[src/rtl/shift_sched_pkg.sv]
// shift_sched_pkg: defaults and encodings shared by the shift scheduler and its arbiter
package shift_sched_pkg;
    localparam int DEF_WIDTH   = 32;
    localparam int DEF_AMT_W   = 5;
    localparam int DEF_LATENCY = 5;
    localparam logic DIR_LEFT  = 1'b0;
    localparam logic DIR_RIGHT = 1'b1;
    typedef enum logic {PORT0 = 1'b0, PORT1 = 1'b1} port_e;
    typedef struct packed {
        logic  valid;
        port_e port;
    } tag_t;
endpackage

[src/rtl/shift_sched_rr_arb2.sv]
// rr_arb2: two-way round-robin grant; pointer names the port favoured on the next contention
module rr_arb2
    import shift_sched_pkg::*;
(
    input  logic       clk,
    input  logic       reset,
    input  logic       hold,
    input  logic [1:0] req,
    output logic [1:0] gnt
);
    port_e pri_q, pri_d;

    always_comb begin
        gnt = 2'b00;
        if (!reset && !hold)
            gnt = (req == 2'b11) ? ((pri_q == PORT1) ? 2'b10 : 2'b01) : req;
        pri_d = gnt[0] ? PORT1 : gnt[1] ? PORT0 : pri_q;
    end

    always_ff @(posedge clk) pri_q <= reset ? PORT0 : pri_d;
endmodule

[src/rtl/shift_sched.sv]
// shift_sched: arbitrates two requesters onto one pipelined shifter and routes results back by tag
module shift_sched
    import shift_sched_pkg::*;
#(
    parameter int WIDTH   = DEF_WIDTH,
    parameter int AMT_W   = DEF_AMT_W,
    parameter int LATENCY = DEF_LATENCY
) (
    input  logic             clk,
    input  logic             reset,
    input  logic             hold,
    input  logic             req0_valid,
    output logic             req0_ready,
    input  logic [WIDTH-1:0] req0_data,
    input  logic [AMT_W-1:0] req0_amt,
    input  logic             req0_dir,
    input  logic             req1_valid,
    output logic             req1_ready,
    input  logic [WIDTH-1:0] req1_data,
    input  logic [AMT_W-1:0] req1_amt,
    input  logic             req1_dir,
    output logic             sh_valid,
    output logic [WIDTH-1:0] sh_data,
    output logic [AMT_W-1:0] sh_amt,
    output logic             sh_dir,
    input  logic [WIDTH-1:0] sh_result,
    output logic             rsp0_valid,
    output logic             rsp1_valid,
    output logic [WIDTH-1:0] rsp_data,
    output logic             busy
);
    logic [1:0] gnt;
    logic sh_valid_q, sh_valid_d;
    port_e sh_port_q, sh_port_d;
    logic [WIDTH-1:0] sh_data_q, sh_data_d;
    logic [AMT_W-1:0] sh_amt_q, sh_amt_d;
    logic sh_dir_q, sh_dir_d;
    tag_t [LATENCY-1:0] tag_q, tag_d;
    tag_t rsp_q, rsp_d;
    logic [WIDTH-1:0] rsp_data_q, rsp_data_d;
    logic tag_busy;

    rr_arb2 u_arb (
        .clk   (clk),
        .reset (reset),
        .hold  (hold),
        .req   ({req1_valid, req0_valid}),
        .gnt   (gnt)
    );

    always_comb begin
        sh_valid_d = |gnt;
        sh_port_d  = gnt[1] ? PORT1 : PORT0;
        sh_data_d  = gnt[1] ? req1_data : gnt[0] ? req0_data : sh_data_q;
        sh_amt_d   = gnt[1] ? req1_amt  : gnt[0] ? req0_amt  : sh_amt_q;
        sh_dir_d   = gnt[1] ? req1_dir  : gnt[0] ? req0_dir  : sh_dir_q;
        // tag chain tracks the shifter pipeline so the last stage lines up with sh_result
        tag_d[0] = tag_t'{valid: sh_valid_q, port: sh_port_q};
        for (int i = 1; i < LATENCY; i++) tag_d[i] = tag_q[i-1];
        rsp_d      = tag_q[LATENCY-1];
        rsp_data_d = sh_result;
        tag_busy   = 1'b0;
        for (int i = 0; i < LATENCY; i++) tag_busy = tag_busy | tag_q[i].valid;
    end

    always_ff @(posedge clk) begin
        if (reset) begin
            sh_valid_q <= 1'b0;
            sh_port_q  <= PORT0;
            sh_data_q  <= '0;
            sh_amt_q   <= '0;
            sh_dir_q   <= 1'b0;
            tag_q      <= '0;
            rsp_q      <= '0;
            rsp_data_q <= '0;
        end else begin
            sh_valid_q <= sh_valid_d;
            sh_port_q  <= sh_port_d;
            sh_data_q  <= sh_data_d;
            sh_amt_q   <= sh_amt_d;
            sh_dir_q   <= sh_dir_d;
            tag_q      <= tag_d;
            rsp_q      <= rsp_d;
            rsp_data_q <= rsp_data_d;
        end
    end

    assign req0_ready = gnt[0];
    assign req1_ready = gnt[1];
    assign sh_valid   = sh_valid_q & ~reset;
    assign sh_data    = sh_data_q;
    assign sh_amt     = sh_amt_q;
    assign sh_dir     = sh_dir_q;
    assign rsp0_valid = rsp_q.valid & (rsp_q.port == PORT0) & ~reset;
    assign rsp1_valid = rsp_q.valid & (rsp_q.port == PORT1) & ~reset;
    assign rsp_data   = rsp_data_q;
    assign busy       = ~reset & (sh_valid_q | tag_busy | rsp_q.valid);
endmodule
[config.mk]
export PLATFORM = sky130hd
export DESIGN_NAME = shift_sched
export DESIGN_NICKNAME = d
export VERILOG_FILES = /design/src/rtl/shift_sched_pkg.sv /design/src/rtl/shift_sched_rr_arb2.sv /design/src/rtl/shift_sched.sv
export SDC_FILE = /design/constraint.sdc
export NUM_CORES = 1
export LEC_CHECK = 0
export ABC_AREA = 1
export BUFFER_PORTS_ARGS = -buffer_cell sky130_fd_sc_hd__buf_2
export CORE_MARGIN = 8
export CORE_UTILIZATION = 45
export DETAILED_ROUTE_END_ITERATION = 10
export GPL_TIMING_DRIVEN = 1
export MAX_ROUTING_LAYER = met4
export PLACE_DENSITY = 0.8
export SLEW_MARGIN = 10
export SYNTH_ARGS = -nofsm -noshare
export SYNTH_HDL_FRONTEND = slang
export SYNTH_SLANG_ARGS = --single-unit
[constraint.sdc]
create_clock -name clk -period 1.25 [get_ports clk]
set_input_delay 0.0625 -clock clk [delete_from_list [all_inputs] [get_ports clk]]
set_output_delay 0.0625 -clock clk [all_outputs]
set_load 0.05 [all_outputs]
# Word-level counts from Yosys, hierarchy flattened
# Cells that the tools add are included.
# Widths: inputs -> output; s select.
classes:
  eq_ne: 1
  muxes: 12
  bitwise_logic: 14
  n_reduce_logical: 5
ops:
  columns: ["operator", "n"]
  rows:
  - ["$mux 32", 2]
  - ["$mux 5", 2]
  - ["$and 1x1->1", 6]
  - ["$mux 2", 3]
  - ["$or 1x1->1", 6]
  - ["$mux 1", 5]
  - ["$eq 2x2->1 const B", 1]
  - ["$logic_not 1->1", 2]
  - ["$not 1->1", 2]
  - ["$reduce_bool 2->1", 1]
  - ["$reduce_or 2->1", 1]
  - ["$logic_and 1x1->1", 1]
word_totals:
  ff_bits: 85
  in_bits: 113
  out_inout_bits: 76
  elab_cells: 51

# Depth between registers and ports, before layout
depth:
  depth_word: 7
  depth_mapped: 9
  depth_no_buf: 7

# By module
# A second synthesis with hierarchy kept.
hier_totals:
  cells_unflattened: 456
  area_unflattened_um2: 3239.4
modules_own_cells:
  columns: ["mod", "instances", "cells_each", "area_per_inst_um2", "seq_area_each_um2"]
  rows:
  - ["shift_sched", 1, 441, 3159.3, 1681.6]
  - ["rr_arb2", 1, 15, 80.1, 20.0]

# Least setup slack after synthesis
# No wires, ideal clock.
synth_timing:
  path_kind: "input to output"
  startpoint: "in reset"
  endpoint: "out rsp0_valid"
  arrival_ns: 1.511
  t_required_ns: 1.188
  slack_ns: -0.324
  stages: 3
  n_path_buf: 2
  cell_sequence: "buf_2 -> buf_1 -> nor3_1"
synth_between:
  elab_chain_len: 2
synth_rtl:
  columns: ["item", "line", "source"]
  rows:
  - ["from (decl)", "shift_sched.sv:10", "input logic reset,"]
  - ["$not 1->1", "shift_sched.sv:94", "assign rsp0_valid = rsp_q.valid & (rsp_q.port == PORT0) & ~reset;"]
  - ["$and 1x1->1", "shift_sched.sv:94", null]
  - ["to (decl)", "shift_sched.sv:27", "output logic rsp0_valid,"]
# No other way between the ends.

# Worst setup path in the final report
layout_timing:
  startpoint: "reg u_arb.pri_q"
  endpoint: "out req0_ready"
layout_between:
  elab_chain_len: 3
layout_rtl:
  columns: ["item", "line", "source"]
  rows:
  - ["from (decl)", "shift_sched_rr_arb2.sv:11", "port_e pri_q, pri_d;"]
  - ["from (signal assigned)", "shift_sched_rr_arb2.sv:20", "always_ff @(posedge clk) pri_q <= reset ? PORT0 : pri_d;"]
  - ["$mux 2 (2 in a row)", "shift_sched_rr_arb2.sv:16", "gnt = (req == 2'b11) ? ((pri_q == PORT1) ? 2'b10 : 2'b01) : req;"]
  - ["$mux 2", "shift_sched_rr_arb2.sv:15", "if (!reset && !hold)"]
  - ["to (decl)", "shift_sched.sv:13", "output logic req0_ready,"]
# No other way between the ends.

==> metrics <==
outcome complete, but fails checks; failing checks negative setup slack; layout cells sized above 1 33.0%; clk sinks 85; Wirelength per Cell 14.0 um; DIE WIDTH between 100 and 150 um; CTS buffer count 9; period utilisation layout 102%; DRT iter0 DRCs approximately 180; met2 wire length 5.81 mm; synthesized flop and latch total 85; RSZ-0062 raised after global routing true; initial antenna violation count 1; Die Ht roughly 100 um; Seq/Total Area, Yosys 48.4%; Residual DRC 0; worst setup path endpoint req0_ready; Final HPWL DP 7.72 mm; Clock transition at path regs 0.08 ns; arrival time worst endpoint about 1.2 ns; relative slew slack 75.6%; # setup viols final 1; final-layout fill cell count between 600 and 700; Post-synth EDFFs 0; Critical path origin u_arb.pri_q; M1 WL 4.71 mm; Worst Hold Class in -> reg; Routed Antenna Nets 0; Synth area leader dfxtp_1; Core Area roughly 0.0076 sq mm; clock skew 0.00604 ns; reg2reg setup slack approximately 0.040 ns; post-placement cell count 768; final hold violation count 0; Period minus WS final 1.28 ns; r2r startpoint u_arb.pri_q; area share of the largest cell type after synthesis 48.4%; drt pass-1 iters 4; GP Congestion 0.833; uppermost routed layer met4; PD cells roughly 1200 mW/mm^2; Post-synth top cells 126 x inv_1, 85 x dfxtp_1, 79 x nand2_1; Setup crit start kind flip-flop; Synth Area per Inst approximately 7.1 sq um; Clock Path Buffers 2; synthesized area 0.00351 sq mm; first-pass GRT wire length 19.1 mm; most common cell in the netlist inv_1; worst endpoint required time ~1.2 ns; I/O Buffers roughly 190; Top Ports 189; fmax 784 MHz; worst skew pair latency 0.34 ns; Rows 32; fin. max-slew vios 0; Slew @ Worst Pin 0.365 ns; met3 wire len 771 um; worst r2r dst u_arb.pri_q; leading post-synthesis cells by cell area dfxtp_1 48%, inv_1 13%, nand2_1 8.4%; pre-CTS WS -0.0106 ns; warnings from Yosys 0; setup ws final -0.0260 ns; Routed WL 11.8 mm; largest net degree at the start of global routing 88; area delta synth->final 55.4%; FF-to-FF path depth 7; Peak VDD IR 0.646 mV; critical path class reg -> out; total power 6.54 mW; ys async rst share 0%; DR vias approximately 3900; post-synthesis cell count 495; H-tree Lvls 3; Syn Nets 608; DR vias/cell 4.67; Sum Neg Setup Slack -0.0260 ns; CP max FO 2; vias in the first global route 4070; LEAKAGE 3.04 nW; maximum capacitance violations 0; initial core utilization 46.0%; root buffer cell clkbuf_8; die area 0.0109 sq mm; Nets between 800 and 900; top_reg_cell synth dfxtp_1; Setup crit end kind output pin; Layout Cells excl Fill 846; CTS tree built; GR Util All Layers around 22%; post-synth cell types 18; gr ovfl total 0
## critical path: stages, from the launching register on
cell and delay [ns]:
dfxtp_2 0.35, inv_2 0.05, o211ai_1 0.23, inv_1 0.09, buf_6 0.16
## cell usage in the layout, fill, tap and decap left out, types with 5 or more instances in the layout
| master | instances |
|---|---|
| a21oi_1 | 38 |
| dlygate4sd3_1 | 54 |
| nand4_1 | 38 |
| dfxtp_1 | 83 |
| inv_2 | 5 |
| nand3_1 | 38 |
| nand2_1 | 78 |
| buf_6 | 5 |
| buf_2 | 183 |
| nor2_1 | 47 |
| inv_1 | 121 |
| buf_4 | 20 |
| clkbuf_8 | 9 |
## worst min path at each step
stage                        startpoint            to  slack (ns)  cells after the start
final                     req0_data[13]   sh_data[13]        0.01                      5
after global routing        req0_amt[2]     sh_amt[2]        0.01                      5
after floorplan            sh_result[0]   rsp_data[0]        0.17                      2
after global placement    sh_result[13]  rsp_data[13]        0.26                      3
after detailed placement   sh_result[7]   rsp_data[7]        0.27                      3
after CTS                  req0_data[2]    sh_data[2]       0.001                      5
## power breakdown
part	total [mW]	switching, mW	internal [mW]
Clock	2.11	0.976	1.14
Sequential	2.91	0.0592	2.85
Combinational	1.52	0.987	0.532
Total	6.54	2.02	4.52
## state kept, by name, summed over array words and instances, names as in the netlist
| register | cells |
|---|---|
| sh_dir | 1 |
| tag_d | 8 |
| rsp_d | 2 |
| sh_valid_q | 1 |
| sh_data | 32 |
| sh_port_q | 1 |
| rsp_q | 2 |
| u_arb.pri_q | 1 |
| sh_amt | 5 |
| rsp_data | 32 |
## per-stage QoR
stage | area [sq um] | hold WS (ns) | utilization, %
global route | 5460 | 0.0149 | 71.4
floorplan | 3520 | 0.169 | -
CTS | 5430 | 0.00120 | 71.0
finish | 5460 | 0.0138 | 71.4
detailed placement | 4560 | 0.271 | 59.7
global placement | 4560 | 0.261 | 59.7
## layout make-up
type                    instances  area, sq um  area share, %
repair buffers                266         1730           31.6
inverters                     127          479           8.78
clock buffers                   9          124           2.27
flip-flops and latches         85         1700           31.2
diodes                          1         2.50         0.0458
multi-input cells             249         1200           22.0
clock inverters                 7         98.8           1.81
well taps                     102          128           2.34
## per-layer routing
| metal | track usage (%) | vias to the layer above |
|---|---|---|
| met1 | 23.3 | 1742 |
| met5 | - | - |
| met3 | 4.65 | 48 |
| li1 | - | 1986 |
| met2 | 36.7 | 171 |
| met4 | 11.6 | 0 |
## cells by family after synthesis
logic type | share of synthesized area [%]
and+or+nand+nor | 26.5
buffers and inverters | 18.9
AOI/OAI and AO/OA | 6.16
DFF | 48.4
## timing repair
item	CTS	global route
hold buffers	54	0
cloned	0	0
buffers inserted	7	0
gates resized for setup	19	10
setup endpoints to repair	5	37
pin swaps	1	0
hold endpoints to repair	54	0
Note: power is estimated with default switching activity, not from simulation.
